File: src/rtl/obc_da_serial_mac_if.sv
// rtl/obc_da_serial_mac_if.sv - sample-set input and result output handshake bundle for the OBC serial MAC
interface obc_da_serial_mac_if #(
    parameter int DATA_W = 16,
    parameter int ROM_W  = 32
);
    localparam int ACC_W = ROM_W + 2 + DATA_W;

    logic                  in_valid;
    logic                  in_ready;
    logic [8*DATA_W-1:0]   in_data;
    logic                  out_valid;
    logic                  out_ready;
    logic [ACC_W-1:0]      out_data;

    modport master (
        output in_valid, in_data, out_ready,
        input  in_ready, out_valid, out_data
    );

    modport slave (
        input  in_valid, in_data, out_ready,
        output in_ready, out_valid, out_data
    );
endinterface

File: src/rtl/obc_da_serial_mac.sv
// rtl/obc_da_serial_mac.sv - bit-serial OBC shift-accumulate engine; OBC_DONE_CNT_EN adds done_cnt
module obc_da_serial_mac #(
    parameter int  DATA_W = 16,
    parameter int  ROM_W  = 32,
    localparam int ACC_W  = ROM_W + 2 + DATA_W
) (
    input  logic               clk,
    input  logic               rst,
    obc_da_serial_mac_if.slave bus,
    output logic               x0,
    output logic               x1,
    output logic               x2,
    output logic               x3,
    output logic               x4,
    output logic               x5,
    output logic               x6,
    output logic               x7,
    input  logic [ROM_W-1:0]   rom_out0,
    input  logic [ROM_W-1:0]   rom_out1,
    input  logic [ROM_W-1:0]   rom_out2,
    input  logic [ROM_W-1:0]   rom_out3,
    input  logic [ROM_W-1:0]   rom_offset
`ifdef OBC_DONE_CNT_EN
    ,
    output logic [15:0]        done_cnt
`endif
);
    localparam int RSUM_W = ROM_W + 2;
    localparam int CNT_W  = $clog2(DATA_W);
    localparam logic [CNT_W-1:0] CNT_TOP = CNT_W'(DATA_W - 1);
    localparam logic [CNT_W-1:0] CNT_ONE = CNT_W'(1);

    typedef enum logic [1:0] {
        S_IDLE,
        S_SHIFT,
        S_OFFSET,
        S_HOLD
    } state_t;

    state_t state_q, state_d;

    // The sample MSB lives in x_q, so the shift registers only keep the remaining DATA_W-1 bits.
    logic [7:0][DATA_W-2:0]    sh_q, sh_d;
    logic [7:0]                x_q, x_d;
    logic [CNT_W-1:0]          cnt_q, cnt_d;
    logic signed [ACC_W-1:0]   acc_q, acc_d;
    logic signed [ACC_W-1:0]   out_data_q, out_data_d;
    logic                      out_valid_q, out_valid_d;

    logic signed [RSUM_W-1:0]  rsum;
    logic signed [ACC_W-1:0]   rsum_ext;
    logic signed [ACC_W-1:0]   acc_off;

    // Exact sum of the four ROM words; two guard bits absorb any carry.
    always_comb begin
        rsum = RSUM_W'($signed(rom_out0)) + RSUM_W'($signed(rom_out1))
             + RSUM_W'($signed(rom_out2)) + RSUM_W'($signed(rom_out3));
    end

    assign rsum_ext = ACC_W'(rsum);
    assign acc_off  = acc_q + ACC_W'($signed(rom_offset));

    // Next-state and datapath updates for the IDLE/SHIFT/OFFSET/HOLD sequence.
    always_comb begin
        state_d     = state_q;
        sh_d        = sh_q;
        x_d         = '0;
        cnt_d       = cnt_q;
        acc_d       = acc_q;
        out_data_d  = out_data_q;
        out_valid_d = out_valid_q;
        case (state_q)
            S_IDLE: begin
                if (bus.in_valid) begin
                    for (int k = 0; k < 8; k++) begin
                        sh_d[k] = bus.in_data[k*DATA_W +: DATA_W-1];
                        x_d[k]  = bus.in_data[k*DATA_W + DATA_W - 1];
                    end
                    acc_d   = '0;
                    cnt_d   = CNT_TOP;
                    state_d = S_SHIFT;
                end
            end
            S_SHIFT: begin
                // The first slice is the sign bit, so its weight is negative.
                if (cnt_q == CNT_TOP) begin
                    acc_d = -rsum_ext;
                end else begin
                    acc_d = (acc_q <<< 1) + rsum_ext;
                end
                for (int k = 0; k < 8; k++) begin
                    x_d[k]  = (cnt_q != '0) ? sh_q[k][DATA_W-2] : 1'b0;
                    sh_d[k] = sh_q[k] << 1;
                end
                cnt_d = cnt_q - CNT_ONE;
                if (cnt_q == '0) begin
                    state_d = S_OFFSET;
                end
            end
            S_OFFSET: begin
                acc_d       = acc_off;
                out_data_d  = acc_off;
                out_valid_d = 1'b1;
                state_d     = S_HOLD;
            end
            S_HOLD: begin
                if (bus.out_ready) begin
                    out_valid_d = 1'b0;
                    state_d     = S_IDLE;
                end
            end
            default: begin
                state_d = S_IDLE;
            end
        endcase
    end

    // State and datapath registers with synchronous reset.
    always_ff @(posedge clk) begin
        if (rst) begin
            state_q     <= S_IDLE;
            sh_q        <= '0;
            x_q         <= '0;
            cnt_q       <= '0;
            acc_q       <= '0;
            out_data_q  <= '0;
            out_valid_q <= 1'b0;
        end else begin
            state_q     <= state_d;
            sh_q        <= sh_d;
            x_q         <= x_d;
            cnt_q       <= cnt_d;
            acc_q       <= acc_d;
            out_data_q  <= out_data_d;
            out_valid_q <= out_valid_d;
        end
    end

    assign bus.in_ready  = (state_q == S_IDLE);
    assign bus.out_valid = out_valid_q;
    assign bus.out_data  = out_data_q;

    assign x0 = x_q[0];
    assign x1 = x_q[1];
    assign x2 = x_q[2];
    assign x3 = x_q[3];
    assign x4 = x_q[4];
    assign x5 = x_q[5];
    assign x6 = x_q[6];
    assign x7 = x_q[7];

`ifdef OBC_DONE_CNT_EN
    logic [15:0] done_q;

    // Count consumed results; wraps naturally at 16 bits.
    always_ff @(posedge clk) begin
        if (rst) begin
            done_q <= '0;
        end else if (out_valid_q && bus.out_ready) begin
            done_q <= done_q + 16'd1;
        end
    end

    assign done_cnt = done_q;
`endif

endmodule

File: src/flat_wrapper.sv
// flat-port wrapper written by rule: the top's interface ports become plain ports
module obc_da_serial_mac_flat 
#(
    parameter int  DATA_W = 16,
    parameter int  ROM_W  = 32,
    localparam int ACC_W  = ROM_W + 2 + DATA_W
)
  (clk, rst, x0, x1, x2, x3, x4, x5, x6, x7, rom_out0, rom_out1, rom_out2, rom_out3, rom_offset, bus_in_valid, bus_in_data, bus_out_ready, bus_in_ready, bus_out_valid, bus_out_data);
  obc_da_serial_mac_if #(.DATA_W(DATA_W), .ROM_W(ROM_W)) bus_i ();
  input  logic clk;
  input  logic rst;
  output logic x0;
  output logic x1;
  output logic x2;
  output logic x3;
  output logic x4;
  output logic x5;
  output logic x6;
  output logic x7;
  input  logic [ROM_W-1:0] rom_out0;
  input  logic [ROM_W-1:0] rom_out1;
  input  logic [ROM_W-1:0] rom_out2;
  input  logic [ROM_W-1:0] rom_out3;
  input  logic [ROM_W-1:0] rom_offset;
  input wire logic [$bits(bus_i.in_valid)-1:0] bus_in_valid;
  input wire logic [$bits(bus_i.in_data)-1:0] bus_in_data;
  input wire logic [$bits(bus_i.out_ready)-1:0] bus_out_ready;
  output wire logic [$bits(bus_i.in_ready)-1:0] bus_in_ready;
  output wire logic [$bits(bus_i.out_valid)-1:0] bus_out_valid;
  output wire logic [$bits(bus_i.out_data)-1:0] bus_out_data;
  assign bus_i.in_valid = bus_in_valid;
  assign bus_i.in_data = bus_in_data;
  assign bus_i.out_ready = bus_out_ready;
  assign bus_in_ready = bus_i.in_ready;
  assign bus_out_valid = bus_i.out_valid;
  assign bus_out_data = bus_i.out_data;
  obc_da_serial_mac #(.DATA_W(DATA_W), .ROM_W(ROM_W)) u_core (.clk(clk), .rst(rst), .bus(bus_i), .x0(x0), .x1(x1), .x2(x2), .x3(x3), .x4(x4), .x5(x5), .x6(x6), .x7(x7), .rom_out0(rom_out0), .rom_out1(rom_out1), .rom_out2(rom_out2), .rom_out3(rom_out3), .rom_offset(rom_offset));
endmodule
File: config.mk
export PLATFORM = sky130hd
export DESIGN_NAME = obc_da_serial_mac_flat
export DESIGN_NICKNAME = d
export VERILOG_FILES = /design/src/rtl/obc_da_serial_mac_if.sv /design/src/rtl/obc_da_serial_mac.sv /design/src/flat_wrapper.sv
export SDC_FILE = /design/constraint.sdc
export NUM_CORES = 1
export LEC_CHECK = 0
export BUFFER_PORTS_ARGS = -buffer_cell sky130_fd_sc_hd__buf_4
export CAP_MARGIN = 20
export CORE_ASPECT_RATIO = 1.1
export CORE_MARGIN = 2
export CORE_UTILIZATION = 40
export CTS_CLUSTER_DIAMETER = 150
export DETAILED_ROUTE_END_ITERATION = 10
export PLACE_DENSITY = 0.67
export SLEW_MARGIN = 10
export SYNTH_ARGS = -nofsm -noshare
export SYNTH_HDL_FRONTEND = slang
export SYNTH_SLANG_ARGS = --single-unit
File: constraint.sdc
create_clock -name clk -period 10.5 [get_ports clk]
set_clock_uncertainty 0.2 [all_clocks]
set_input_delay 0.525 -clock clk [delete_from_list [all_inputs] [get_ports clk]]
set_output_delay 0.525 -clock clk [all_outputs]
set_load 0.1 [all_outputs]
* Word level (Yosys, flattened, before mapping)
Cells that the tools add are included.
** Word-level totals
- Input port bits :: 292
- Register bits after elaboration :: 235
** Operators by class
- Reductions and logical operators :: 10
- Add/subtract/negate cells :: 7
- Equality and inequality tests :: 7
- Multiplexer cells :: 23
** Operators with widths (number)
- 120-bit case mux with 2 select lines :: 1
- 50-bit case mux with 3 select lines :: 1
- 120-bit two-way mux :: 1
- 50-bit two-way mux :: 2
- 50-bit by 32-bit adder with 50-bit output :: 1
- 50-bit by 34-bit adder with 50-bit output :: 1
- 34-bit negator with 50-bit output :: 1
- 33-bit by 32-bit adder with 34-bit output :: 1
- 34-bit by 32-bit adder with 34-bit output :: 1
- 32-bit by 32-bit adder with 33-bit output :: 1
- 8-bit case mux with 2 select lines :: 1
- 1-bit two-way mux :: 9
- 8-bit two-way mux :: 1
- 2-bit case mux with 4 select lines :: 1
- 4-bit case mux with 2 select lines :: 1
- 2-bit two-way mux :: 3
- 2-bit AND reduction :: 3
- 2-bit == test, second input constant :: 2
- 4-bit == test, second input constant :: 1
- 4-bit zero test :: 1
- 4-bit two-way mux :: 1
- 2-bit inequality test, second input constant :: 2
- 2-bit nonzero test :: 2
- 4-bit nonzero test :: 1
- other kinds (7) :: 7

* Logic depth before layout (Yosys ltp)
- Depth after elaboration :: 6
- Depth in mapped cells :: 29
- Gate-level depth less buffers :: 29

* Worst setup path after synthesis
OpenSTA, ideal clock, no wires.
- Path kind :: in2reg
- Start :: in rom_out0[1]
- End :: reg u_core.acc_q[47]
- Cell stages on the path :: 25
- Library setup time :: 0.122 ns
- Buffers on the path :: 1
- Data arrival time :: 7.003 ns
- Slack :: 3.175 ns
- Path through :: inv_1 -> fa_1 -> inv_1 -> fa_1 -> ha_1 -> inv_1 -> fa_1 -> nor2b_1 -> o31a_1 -> o211ai_1 -> a311oi_1 -> a41oi_1 -> o21ai_0 -> a31oi_1 -> xnor2_1 -> ha_1 -> clkbuf_1 -> a2111oi_0 -> nand3b_1 -> o21ai_0 -> nor3_1 -> a2111oi_0 -> xnor2_1 -> a21oi_1 -> a221o_1
** On the way
- Word-level cells in the longest chain between the ends :: 6
** Ends and longest elaborated chain
- from (decl) :: RTL line flat_wrapper.sv:20 : input logic [ROM_W-1:0] rom_out0;
- 32-bit by 32-bit adder with 33-bit output (*) :: RTL line obc_da_serial_mac.sv:56 : rsum = RSUM_W'($signed(rom_out0)) + RSUM_W'($signed(rom_out1))
- 33-bit by 32-bit adder with 34-bit output (*) :: RTL line obc_da_serial_mac.sv:57 : + RSUM_W'($signed(rom_out2)) + RSUM_W'($signed(rom_out3));
- 34-bit by 32-bit adder with 34-bit output (*) :: RTL line obc_da_serial_mac.sv:57
- 50-bit by 34-bit adder with 50-bit output / 34-bit negator with 50-bit output (equally long branches) :: RTL line obc_da_serial_mac.sv:89, obc_da_serial_mac.sv:87
- 50-bit two-way mux (*) :: RTL line obc_da_serial_mac.sv:86 : if (cnt_q == CNT_TOP) begin
- 50-bit case mux with 3 select lines (*) :: RTL line obc_da_serial_mac.sv:72 : case (state_q)
- to (signal assigned) :: RTL line obc_da_serial_mac.sv:125 : acc_q <= '0;
- to (signal assigned) :: RTL line obc_da_serial_mac.sv:133 : acc_q <= acc_d;
- to (decl) :: RTL line obc_da_serial_mac.sv:46 : logic signed [ACC_W-1:0] acc_q, acc_d;
Mark *: on every way between the ends. The rest lies on a longest branch, timed or not.
A chain may end at the register's enable or synchronous reset.

* Final worst setup path
Same ends and word-level chain as after synthesis.

==> run metrics <==
vias after detailed routing 18100; post-route setup TNS 0 ps; Rows 83; ys flop type dfxtp_1; critical path class in2reg; vias per cell 5.44; Pre-antenna DRT Iters 5; power per standard cell area 281 nW/um^2; final setup vio count 0; Comb power frac 64.4%; final net count 3159; initial antenna violation count 2; Reg clk slew, reported paths 60 ps; vias in the first global route 17700; slew margin rel. 25.3%; global placement routability congestion 0.950; Synth top cells by count 267 x nor2_1, 235 x dfxtp_1, 230 x inv_1; Post-CTS Setup Bufs 0; most numerous cell in the Yosys netlist nor2_1; # port buffers 351; Synth async-reset ratio 0%; Resized cells post-CTS 0; Max Root-Sink Buffers 3; Die Width 212 um; post-route cell area 23200 um^2; ratio of cells with drive above 1 in the final layout 16.0%; H-tree depth 1; fin. max-slew vios 0; Post-CTS Hold Buffers 4; CTS buffer count 27; Synth Instances 2370; post-synthesis sequential area ratio 24.7%; post-synth cell types 70; crit-path max cell delay 860 ps; Net Sw Power 0.00325 W; Final Critical Period 7600 ps; HPWL Detailed 46200 um; largest net degree at the start of global routing 137; Hold Fails Final Rpt 0; Sink Count 235; clock power share 14.8%; EDFF count, synth 0; clk_lat worst skew 560 ps; die area 49400 um^2; drt drc 0; Synth-to-Final Area Change 21.6%; Critical Path Sink Type flop; area share of the largest cell type after synthesis 24.7%; CP Launch Type primary input; total power 0.00651 W; status completed; CP required 10750 ps; clk root buf clkbuf_16; core area 46800 um^2; post-placement cell area 22200 um^2; Ports 352; Initial Util 40.7%; VDD IR max 0.158 mV; Leakage 10.8 nW; post-route ant nets 0; Post-Syn Area 19100 um^2; Slowest cell on crit path xnor2_2; grt ovf 0; top cell type by total area after synthesis dfxtp_1; Reg power frac 20.8%; CP dominant cell by count o21ai_0; Tot GR Track Use 23.2%; wire length of the first global-routing pass 92400 um; Post-Route WL 58700 um; Crit Path Max Fanout 19; final core utilization 49.5%; Iteration-0 DRC Markers 1096; syn nets 2867; crit path DAT 7850 ps; maxcap violations 0; CTS tree built; Fin Hold WS 16.8 ps; unrepaired setup endpoints after global routing false; Yosys reg bits 235; synthesized area per cell 8.04 um^2; Max Fclk 132 MHz; Hold Path Class in2reg; Worst-Margin Slew 1110 ps; WL per Instance 17.7 um; Sw Share 50.0%; chip height 233 um; yosys warns 0; P_int 0.00326 W; Synth area leaders dfxtp_1 25%, ha_1 9.1%, mux2i_1 7.5%; Tcrit/Tclk final 72.4%
[layout make-up]
class / count / area (um^2)
Antenna cell: 1 / 2.50
Multi-Input combinational cell: 1799 / 13100
Clock inverter: 11 / 141
Tap cell: 637 / 797
Fill cell: 4511 / 23700
Clock buffer: 38 / 747
Sequential cell: 235 / 4700
Inverter: 230 / 863
Timing Repair Buffer: 369 / 2790
[metal layers]
metal | share of wire [%] | wire length (um) | vias up | track usage [%]
met5 | 0.022 | 13 | - | 0
met4 | 2.9 | 1700 | 2 | 6.25
met3 | 5.0 | 2920 | 95 | 3.02
met2 | 48 | 28200 | 498 | 40.6
met1 | 44 | 25800 | 8517 | 29.8
li1 | - | - | 8953 | -
[sequential cells by signal, summed over array words and instances (netlist names)]
| register | count |
|---|---|
| u_core.cnt_q | 4 |
| u_core.sh_q | 120 |
| u_core.bus.out_data | 50 |
| u_core.x_q | 8 |
| u_core.bus.out_valid | 1 |
| u_core.acc_q | 50 |
| u_core.state_q | 2 |
[per-stage QoR]
step | setup slack [ps] | cells
global route | 2410 | 3320
finish | 2900 | 3320
detailed placement | 2360 | 3266
global placement | 2540 | 3266
floorplan | 3180 | 2370
CTS | 2950 | 3319
[cells in the final DEF (no fill, tap or decap), types with 11 or more instances in the layout]
| cell type | instances |
|---|---|
| nor4_1 | 11 |
| nor3_1 | 22 |
| nor2_1 | 265 |
| a21o_1 | 67 |
| xnor2_1 | 82 |
| dfxtp_1 | 235 |
| nand3_1 | 38 |
| buf_4 | 363 |
| o21bai_1 | 21 |
| o211ai_1 | 18 |
| ha_1 | 136 |
| xor2_1 | 54 |
| o21ai_0 | 111 |
| a31oi_1 | 15 |
| nor2b_1 | 21 |
| mux2i_1 | 142 |
| o21a_1 | 14 |
| and3_1 | 17 |
| or3_1 | 12 |
| a211oi_1 | 128 |
| fa_1 | 67 |
| inv_1 | 230 |
| nand2b_1 | 42 |
| a21oi_1 | 183 |
| and2_1 | 14 |
| clkbuf_16 | 27 |
| nand2_1 | 151 |
| a22oi_1 | 39 |
[critical path: cells and delay by family]
family | cells | cell delay [ps]
xor gates and xnor gates | 2 | 1040
and+or+nand+nor | 4 | 410
adders and majority gates | 5 | 2060
AOI/OAI and AO/OA | 14 | 3570
buffers and inverters | 4 | 220
[final timing paths]
path,start,to,slack (ps),depth (start not counted)
setup / recovery,rom_out0[1],u_core.acc_q[47],2900,29
hold / removal,bus_in_data[112],u_core.sh_q[105],20,3
setup reg to reg,u_core.acc_q[13],u_core.acc_q[49],5760,13
hold reg to reg,u_core.bus.out_data[39],u_core.bus.out_data[39],270,2
[power by group through the flow]
stage          combinational (W)  sequential [W]  clock [W]
2_1_floorplan            0.00284         0.00170          0
3_3_place_gp             0.00410         0.00136          0
3_5_place_dp             0.00415         0.00137          0
4_1_cts                  0.00417         0.00135   0.000984
5_1_grt                  0.00461         0.00139    0.00102
6_report                 0.00419         0.00135   0.000964
[kinds of logic (layout without fill, tap and decap cells)]
| kind of cell | Yosys count | count (layout) | synth area share [%] |
|---|---|---|---|
| flops | 235 | 235 | 24.7 |
| other cells | 0 | 1 | 0 |
| xor+xnor | 138 | 138 | 6.38 |
| fa+ha+maj | 205 | 205 | 16.1 |
| buf+inv | 336 | 648 | 6.62 |
| mux | 143 | 143 | 7.52 |
| compound gates | 688 | 688 | 23.8 |
| simple gates | 625 | 625 | 14.9 |
Note: power is estimated with default switching activity, not from simulation.
